[src/rtl/mp_regfile_pkg.sv]
// Shared constants and types for the multi-port register file and its scoreboard.
// Address-zero handling is centralised here so every file agrees on the hardwired register.
package mp_regfile_pkg;

    localparam int DEF_DATA_W = 32;
    localparam int DEF_ADDR_W = 5;

    typedef logic [DEF_ADDR_W-1:0] reg_addr_t;

    localparam reg_addr_t ZERO_REG = '0;

    // True when an address names a real (writable) register.
    function automatic logic is_live_addr(input logic [DEF_ADDR_W-1:0] addr);
        return addr != ZERO_REG;
    endfunction

endpackage

[src/rtl/mp_regfile_sb.sv]
// Pending-write scoreboard: one saturating-aware counter per register, issue refusal when a
// counter is full, and per-read-port busy flags that already account for this cycle's retires.
module mp_regfile_sb
    import mp_regfile_pkg::*;
#(
    parameter int ADDR_W = DEF_ADDR_W,
    parameter int NUM_RD = 2,
    parameter int CNT_W  = 2
) (
    input  logic                     clk,
    input  logic                     reset,
    input  logic [NUM_RD*ADDR_W-1:0] rd_addr,
    input  logic                     issue_en,
    input  logic [ADDR_W-1:0]        issue_addr,
    input  logic                     ret0_vld,
    input  logic [ADDR_W-1:0]        ret0_addr,
    input  logic                     ret1_vld,
    input  logic [ADDR_W-1:0]        ret1_addr,
    output logic [NUM_RD-1:0]        rd_busy,
    output logic                     issue_stall,
    output logic                     err_underflow
);

    localparam int              DEPTH   = 2**ADDR_W;
    localparam int              SUM_W   = CNT_W + 2;
    localparam logic [CNT_W-1:0] CNT_MAX = '1;

    logic [CNT_W-1:0] cnt     [DEPTH];
    logic [CNT_W-1:0] cnt_nxt [DEPTH];
    logic             err_q;
    logic             uf_any;
    logic             issue_ok;

    // Number of retiring ports (0..2) aimed at one register this cycle.
    function automatic logic [1:0] dec_of(
        input logic [ADDR_W-1:0] a,
        input logic              v0,
        input logic [ADDR_W-1:0] a0,
        input logic              v1,
        input logic [ADDR_W-1:0] a1
    );
        logic [1:0] d;
        d = {1'b0, v0 && (a0 == a)} + {1'b0, v1 && (a1 == a)};
        return d;
    endfunction

    assign issue_ok = issue_en && (issue_addr != ADDR_W'(ZERO_REG));

    // A full counter refuses a new producer unless one retires in the same cycle.
    always_comb begin
        issue_stall = 1'b0;
        if (!reset && issue_ok && (cnt[issue_addr] == CNT_MAX) &&
            (dec_of(issue_addr, ret0_vld, ret0_addr, ret1_vld, ret1_addr) == 2'd0)) begin
            issue_stall = 1'b1;
        end
    end

    always_comb begin
        logic [SUM_W-1:0] sum;
        logic [1:0]       d;
        logic             inc;
        uf_any = 1'b0;
        sum    = '0;
        d      = '0;
        inc    = 1'b0;
        for (int r = 0; r < DEPTH; r++) begin
            inc = issue_ok && !issue_stall && (issue_addr == ADDR_W'(r));
            sum = SUM_W'(cnt[r]) + SUM_W'(inc);
            d   = dec_of(ADDR_W'(r), ret0_vld, ret0_addr, ret1_vld, ret1_addr);
            if (SUM_W'(d) > sum) begin
                cnt_nxt[r] = '0;
                uf_any     = 1'b1;
            end else begin
                cnt_nxt[r] = CNT_W'(sum - SUM_W'(d));
            end
        end
    end

    always_ff @(posedge clk) begin
        if (reset) begin
            for (int r = 0; r < DEPTH; r++) begin
                cnt[r] <= '0;
            end
            err_q <= 1'b0;
        end else begin
            for (int r = 0; r < DEPTH; r++) begin
                cnt[r] <= cnt_nxt[r];
            end
            if (uf_any) begin
                err_q <= 1'b1;
            end
        end
    end

    assign err_underflow = err_q && !reset;

    // Busy reflects what is still outstanding once this cycle's retires are counted.
    always_comb begin
        logic [ADDR_W-1:0] ra;
        logic [1:0]        d;
        ra      = '0;
        d       = '0;
        rd_busy = '0;
        for (int k = 0; k < NUM_RD; k++) begin
            ra = rd_addr[k*ADDR_W +: ADDR_W];
            d  = dec_of(ra, ret0_vld, ret0_addr, ret1_vld, ret1_addr);
            rd_busy[k] = !reset && (ra != ADDR_W'(ZERO_REG)) &&
                         (SUM_W'(cnt[ra]) > SUM_W'(d));
        end
    end

endmodule

[src/rtl/mp_regfile.sv]
// Multi-port register file: NUM_RD combinational reads, two prioritised write ports with
// optional same-cycle bypass, and a pending-write scoreboard for decode hazard checks.
module mp_regfile
    import mp_regfile_pkg::*;
#(
    parameter int DATA_W = DEF_DATA_W,
    parameter int ADDR_W = DEF_ADDR_W,
    parameter int NUM_RD = 2,
    parameter int CNT_W  = 2,
    parameter int BYPASS = 1
) (
    input  logic                     clk,
    input  logic                     reset,
    input  logic [NUM_RD*ADDR_W-1:0] rd_addr,
    output logic [NUM_RD*DATA_W-1:0] rd_data,
    output logic [NUM_RD-1:0]        rd_busy,
    input  logic                     wr0_en,
    input  logic                     wr0_retire,
    input  logic [ADDR_W-1:0]        wr0_addr,
    input  logic [DATA_W-1:0]        wr0_data,
    input  logic                     wr1_en,
    input  logic                     wr1_retire,
    input  logic [ADDR_W-1:0]        wr1_addr,
    input  logic [DATA_W-1:0]        wr1_data,
    input  logic                     issue_en,
    input  logic [ADDR_W-1:0]        issue_addr,
    output logic                     issue_stall,
    output logic                     err_underflow
);

    localparam int DEPTH = 2**ADDR_W;

    logic [DATA_W-1:0] mem [DEPTH];
    logic              wr0_ok;
    logic              wr1_ok;
    logic              wr1_commit;
    logic              ret0_vld;
    logic              ret1_vld;

    assign wr0_ok     = wr0_en && (wr0_addr != ADDR_W'(ZERO_REG));
    assign wr1_ok     = wr1_en && (wr1_addr != ADDR_W'(ZERO_REG));
    // Port 0 wins an address collision; port 1's data is dropped but its retire still counts.
    assign wr1_commit = wr1_ok && !(wr0_ok && (wr0_addr == wr1_addr));
    assign ret0_vld   = wr0_ok && wr0_retire;
    assign ret1_vld   = wr1_ok && wr1_retire;

    always_ff @(posedge clk) begin
        if (reset) begin
            for (int r = 0; r < DEPTH; r++) begin
                mem[r] <= '0;
            end
        end else begin
            if (wr1_commit) begin
                mem[wr1_addr] <= wr1_data;
            end
            if (wr0_ok) begin
                mem[wr0_addr] <= wr0_data;
            end
        end
    end

    // Register 0 is hardwired; during reset only bypassed write data can appear.
    always_comb begin
        logic [ADDR_W-1:0] ra;
        ra      = '0;
        rd_data = '0;
        for (int k = 0; k < NUM_RD; k++) begin
            ra = rd_addr[k*ADDR_W +: ADDR_W];
            if (ra != ADDR_W'(ZERO_REG)) begin
                if ((BYPASS != 0) && wr0_ok && (wr0_addr == ra)) begin
                    rd_data[k*DATA_W +: DATA_W] = wr0_data;
                end else if ((BYPASS != 0) && wr1_ok && (wr1_addr == ra)) begin
                    rd_data[k*DATA_W +: DATA_W] = wr1_data;
                end else if (!reset) begin
                    rd_data[k*DATA_W +: DATA_W] = mem[ra];
                end
            end
        end
    end

    mp_regfile_sb #(
        .ADDR_W (ADDR_W),
        .NUM_RD (NUM_RD),
        .CNT_W  (CNT_W)
    ) u_sb (
        .clk           (clk),
        .reset         (reset),
        .rd_addr       (rd_addr),
        .issue_en      (issue_en),
        .issue_addr    (issue_addr),
        .ret0_vld      (ret0_vld),
        .ret0_addr     (wr0_addr),
        .ret1_vld      (ret1_vld),
        .ret1_addr     (wr1_addr),
        .rd_busy       (rd_busy),
        .issue_stall   (issue_stall),
        .err_underflow (err_underflow)
    );

endmodule
[config.mk]
export PLATFORM = sky130hd
export DESIGN_NAME = mp_regfile
export DESIGN_NICKNAME = d
export VERILOG_FILES = /design/src/rtl/mp_regfile_pkg.sv /design/src/rtl/mp_regfile_sb.sv /design/src/rtl/mp_regfile.sv
export SDC_FILE = /design/constraint.sdc
export NUM_CORES = 2
export LEC_CHECK = 0
export CELL_PAD_IN_SITES_DETAIL_PLACEMENT = 0
export CELL_PAD_IN_SITES_GLOBAL_PLACEMENT = 1
export CORE_MARGIN = 1.5
export CORE_UTILIZATION = 48
export DETAILED_ROUTE_END_ITERATION = 10
export GPL_TIMING_DRIVEN = 0
export PLACE_DENSITY_LB_ADDON = 0.1
export SLEW_MARGIN = 15
export SYNTH_ARGS = -nofsm -noshare
export SYNTH_HDL_FRONTEND = slang
export SYNTH_SLANG_ARGS = --single-unit
[constraint.sdc]
create_clock -name clk -period 4.7 [get_ports clk]
set_clock_uncertainty 0.05 [all_clocks]
set_input_delay 0.94 -clock clk [delete_from_list [all_inputs] [get_ports clk]]
set_output_delay 0.94 -clock clk [all_outputs]
set_load 0.01 [all_outputs]
# --- Word-level counts from Yosys, hierarchy flattened ---
# Memory sizes are Yosys's and may differ from the RTL's.
# Cells that the tools add are included.
word_totals:
  reg_bits: 1
  latchBits: 0
  mem_bits_rw: 1088
  romBits: 0
  out_inout_bits: 68
  n_memories: 2
memory_table:
  columns: ["memory", "words", "word_bits", "read_ports", "rd_ports_with_merged_regs", "wr", "line", "text"]
  rows:
  - ["mem", 32, 32, 2, 0, 32, "mp_regfile.sv:33", "logic [DATA_W-1:0] mem [DEPTH];"]
  - ["u_sb.cnt", 32, 2, 35, 0, 32, "mp_regfile_sb.sv:28", "logic [CNT_W-1:0] cnt [DEPTH];"]
classes:
  n_addsub: 99
  mul: 0
  n_div: 0
  order_cmp: 34
  eq_ne: 101
  shifts: 0
  n_mux: 120
  bitwise_logic: 32
  n_reduce_logical: 136
op_table:
  columns: ["cell", "count"]
  rows:
  - ["32-bit two-way mux", 10]
  - ["5-bit == test, second input constant", 48]
  - ["2-bit two-way mux", 64]
  - ["1-bit logical AND", 122]
  - ["5-bit by 4-bit == test with 1-bit output, second input constant", 24]
  - ["2-bit by 1-bit adder with 3-bit output", 32]
  - ["2-bit by 3-bit > comparator with 1-bit output", 32]
  - ["1-bit by 1-bit adder with 2-bit output", 35]
  - ["32-bit OR reduction", 2]
  - ["2-bit subtractor", 32]
  - ["5-bit by 3-bit == test with 1-bit output, second input constant", 12]
  - ["1-bit two-way mux", 44]
  - ["5-bit == test", 7]
  - ["1-bit bitwise OR", 32]
  - ["5-bit by 2-bit == test with 1-bit output, second input constant", 6]
  - ["5-bit nonzero test", 5]
  - ["5-bit by 1-bit == test with 1-bit output, second input constant", 3]
  - ["5-bit zero test", 3]
  - ["5-bit two-way mux", 2]
  - ["2-bit > comparator", 2]
  - ["1-bit zero test", 3]
  - ["2-bit == test, second input constant", 1]
  - ["2-bit zero test", 1]

# --- Longest topological paths before layout ---
logic_depth:
  ltp_word: 45
  mapped_depth: 18
  mapped_depth_nobuf: 15

# --- Hierarchy ---
# Synthesis repeated with hierarchy kept, for this count alone.
hier_totals:
  cells_unflattened: 4929
  hier_area_um2: 67096.9
modules_own_cells:
  columns: ["module", "instances", "cells_per_inst", "area_each_um2", "seq_area_each_um2"]
  rows:
  - ["mp_regfile", 1, 4008, 58914.0, 30749.5]
  - ["mp_regfile_sb", 1, 921, 8182.8, 1301.2]

# --- Worst setup path before layout ---
# No wires, ideal clock.
synth_path:
  kind: "input port to output port"
  from: "input port rd_addr[0]"
  to: "output port rd_busy[0]"
  arrival_time_ns: 3.985
  required_ns: 3.710
  setup_slack_ns: -0.275
  cell_stages: 12
  path_buffers: 5
  path_cell_list: "clkbuf_1 > buf_2 > buf_2 > buf_2 > buf_2 > mux2_2 > o21ai_0 > a21oi_1 > a22o_1 > ha_1 > a21oi_1 > a2111oi_0"
synth_via:
  elab_chain_len: 5
synth_lines:
  columns: ["item", "line", "text"]
  rows:
  - ["from (decl)", "mp_regfile.sv:14", "input logic [NUM_RD*ADDR_W-1:0] rd_addr,"]
  - ["branches (longest 4 deep; another with memory read 32 x 2 bit)", null, null]
  - ["1-bit logical AND *", "mp_regfile_sb.sv:107", "rd_busy[k] = !reset && (ra != ADDR_W'(ZERO_REG)) &&"]
  - ["to (decl)", "mp_regfile.sv:16", "output logic [NUM_RD-1:0] rd_busy,"]
# Every way passes the cells marked *.

# --- Final worst setup path ---
layout_path:
  from: "input port rd_addr[8]"
  to: "output port rd_data[55]"
layout_via:
  elab_chain_len: 5
layout_lines:
  columns: ["item", "line", "text"]
  rows:
  - ["memory read 32 x 32 bit or 5-bit == test (tied branches)", null, null]
  - ["32-bit two-way mux or 1-bit logical AND (tied branches)", "mp_regfile.sv:74, mp_regfile.sv:72", null]
  - ["32-bit two-way mux", "mp_regfile.sv:72", "end else if ((BYPASS != 0) && wr1_ok && (wr1_addr == ra)) begin"]
  - ["32-bit two-way mux", "mp_regfile.sv:70", "if ((BYPASS != 0) && wr0_ok && (wr0_addr == ra)) begin"]
  - ["32-bit two-way mux *", "mp_regfile.sv:69", "if (ra != ADDR_W'(ZERO_REG)) begin"]
  - ["to (decl)", "mp_regfile.sv:15", "output logic [NUM_RD*DATA_W-1:0] rd_data,"]
# Mark *: on every way between the ends. The rest lies on a longest branch, timed or not.

==> flow_summary.json <==
{
  "synth_edf_count": 1024,
  "clockBufferDepth": 3,
  "ir_worst_vdd_uv": 318,
  "cts_buffers": 134,
  "cts_tree": "done",
  "hp-class": "reg -> reg",
  "top_layer_used": "met5",
  "post_drt_wl_per_cell_um": 51.8,
  "synth-seq-cells": 1089,
  "slowest_stage": "a21oi_2",
  "coreArea_sq_um": 141000,
  "syn_area_per_cell_sq_um": 13.3,
  "die-area_sq_um": 144000,
  "dieWidth_um": 380,
  "whs_endpoint": "u_sb.err_q$_SDFFE_PP0P_",
  "cpPeakStageDelay_ns": 0.46,
  "met2_wirelength_mm": 151,
  "vias": 62300,
  "first_global_vias": 58000,
  "setup_ws_ns": -0.0880,
  "ys_seq_area_share_pct": 47.0,
  "wl_mm": 388,
  "yosys.cell_count.top_type": "edfxtp_1",
  "cts_htree_levels": 4,
  "fp.dieH_um": 380,
  "fin_crit_sh_pct": 102,
  "clk_latency_ns": 0.81,
  "finalSetupViolCount": 40,
  "grt_pass1_wl_mm": 508,
  "drt_iter0_markers": 12900,
  "cts-root-buf": "clkbuf_16",
  "met3_length_mm": 74.9,
  "rows": 138,
  "ant_nets": 0,
  "critPathLaunchType": "input pin",
  "hp-start": "u_sb.err_q$_SDFFE_PP0P_",
  "required_ns": 3.71,
  "io_buffer_count": 91,
  "yosys.area.top_type_share_pct": 45.1,
  "crit_path_end_kind": "output pin",
  "dr.pass1.iters": 11,
  "design_area_sq_um": 80500,
  "ios": 164,
  "crit_fanout": 10,
  "run_status": "finished, violations left",
  "synth.cell_area_sq_um": 68200,
  "max-cap-violations": 0,
  "synth_ff_type": "edfxtp_1",
  "reg2reg_setup_slack_ns": 0.50,
  "synth.area.top_cells": "edfxtp_1 45%, mux4_2 16%, a32o_1 13%",
  "slew_viol_final": 0,
  "yosys.cell_types.count": 57,
  "antenna_found_initial": 27,
  "p_leak_nw": 27.2,
  "drc": 1,
  "post_dp_cell_area_sq_um": 72600,
  "drt-met1-wl_mm": 133,
  "rr_startpoint": "u_sb.cnt[22][1]$_SDFF_PP0_",
  "rsz0062_at_grt": "true",
  "reg2reg_to": "u_sb.err_q$_SDFFE_PP0P_",
  "hold_ws_ns": 0.669,
  "dpl.hpwl_mm": 290,
  "power_density_nw_per_um2": 338,
  "min_path_cells": 3,
  "async_flop_share_pct": 0,
  "cp.arrival_ns": 3.80,
  "grt_max_degree": 33,
  "grt_usage_pct": 52.3,
  "yosys_warnings": 0,
  "gp_congestion": 1.09,
  "yosys.area.top_type": "edfxtp_1",
  "slew_headroom_pct": 10.8,
  "synth_commonest_cells": "1024 x edfxtp_1, 896 x a32o_1, 569 x clkbuf_1",
  "crit_chain": "buf_2, nor2b_1, clkbuf_4, clkbuf_1, buf_8, a22oi_2, nand2_1, a221oi_1, a21oi_2, dlygate4sd2_1",
  "timing.fmax_mhz": 209,
  "num-fill-cells": 11800,
  "gr-total-overflow": 0,
  "violations": "DRC, setup timing",
  "netlist_instances": 5113,
  "vias_per_cell": 8.31,
  "worstMarginPinSlew_ns": 1.34,
  "path_class": "in -> out",
  "nNetsFinal": 5791,
  "drive_above_1_share_pct": 25.4,
  "path_clk_slew_ns": 0.05,
  "syn2layout_area_growth_pct": 17.9,
  "hold_viol": 0,
  "r2r_cells": 18,
  "clkSinkCount": 1089,
  "finalCriticalPeriod_ns": 4.79,
  "start_util_pct": 48.3
}
-- metrics by stage --
stage | setup WS [ns] | total power [mW] | instances | utilization [%] | TNS [ns]
after floorplan | 0.0212 | 13.8 | 5147 | - | 0
final | -0.0880 | 27.2 | 7498 | 57.0 | -1.12
after global routing | -0.0162 | 27.3 | 7485 | 57.0 | -0.0464
after CTS | 0.00269 | 26.5 | 7454 | 56.5 | 0
after global placement | -4.22 | 16.0 | 7128 | 50.7 | -2586.58
after detailed placement | -3.23 | 16.1 | 7171 | 51.4 | -1580.33
-- critical path: cells and delay by family --
kind | cells | cell delay (ns)
AOI/OAI and AO/OA | 3 | 0.73
buffers and inverters | 5 | 1.78
and+or+nand+nor | 2 | 0.30
-- kinds of logic (layout without fill, tap and decap cells) --
| kind of cell | after synthesis | in the layout | synth area share [%] |
|---|---|---|---|
| buf+inv | 923 | 1368 | 5.45 |
| flops | 1089 | 1089 | 47.0 |
| fa+ha+maj | 198 | 198 | 3.63 |
| compound gates | 1608 | 1608 | 20.6 |
| other cells | 1 | 51 | 0.00550 |
| mux | 646 | 646 | 18.4 |
| simple gates | 581 | 581 | 4.07 |
| xor+xnor | 67 | 67 | 0.860 |
-- routing by layer --
metal / up-vias / track usage (%)
met5: - / 1.09
li1: 22400 / -
met1: 31700 / 65.4
met4: 36 / 29.2
met2: 6746 / 69.8
met3: 1466 / 30.7
-- area by class of cell --
class / count / area [sq um] / share of cell area [%]
multi-input combinational: 3135 / 33900 / 42.2
clock buffer: 167 / 3520 / 4.37
tap: 1890 / 2360 / 2.94
sequential: 1089 / 32100 / 39.8
clock inverter: 64 / 693 / 0.861
timing repair buffer: 223 / 2520 / 3.13
inverter: 101 / 383 / 0.476
antenna: 16 / 40.0 / 0.0498
buffer: 813 / 4960 / 6.16
-- registers in the layout, summed over array words and instances, names as in the netlist --
name	flops
mem	1024
u_sb.cnt	64
u_sb.err_q	1
-- power breakdown --
| part | leakage, nW | internal [mW] | total, mW | switching (mW) |
|---|---|---|---|---|
| registers | 10.3 | 11.2 | 11.6 | 0.378 |
| logic | 14.9 | 1.69 | 5.19 | 3.49 |
| clock network | 2.04 | 5.84 | 10.5 | 4.65 |
-- how the worst max path moves through the flow --
stage                start     endpoint  cells past startpoint  slack, ns
2_1_floorplan   rd_addr[0]   rd_busy[0]                     12       0.02
3_3_place_gp    rd_addr[2]   rd_busy[0]                     10      -4.22
3_5_place_dp    rd_addr[2]  rd_data[24]                     11      -3.23
4_1_cts        wr0_addr[4]   rd_busy[0]                     11      0.003
5_1_grt        wr1_addr[3]   rd_busy[0]                     11      -0.02
6_report        rd_addr[8]  rd_data[55]                     10      -0.09
-- cell usage in the layout, fill, tap and decap left out, types with 109 or more instances in the layout --
cell / netlist / final
buf_4: 20 / 109
a22oi_1: 179 / 150
ha_1: 198 / 197
clkbuf_16: 0 / 149
mux2i_1: 126 / 124
buf_2: 141 / 116
nand2_1: 168 / 155
nor2_1: 173 / 168
edfxtp_1: 1024 / 1024
clkbuf_1: 569 / 440
mux4_2: 485 / 485
a32o_1: 896 / 896
-- repair_timing --
action,in CTS,in global routing
buffers inserted,60,26
endpoints found under the setup margin,932,44
pin swaps,79,26
cloned,0,2
hold buffers,0,0
resized for setup,800,122
(Power assumes the default switching activity.)
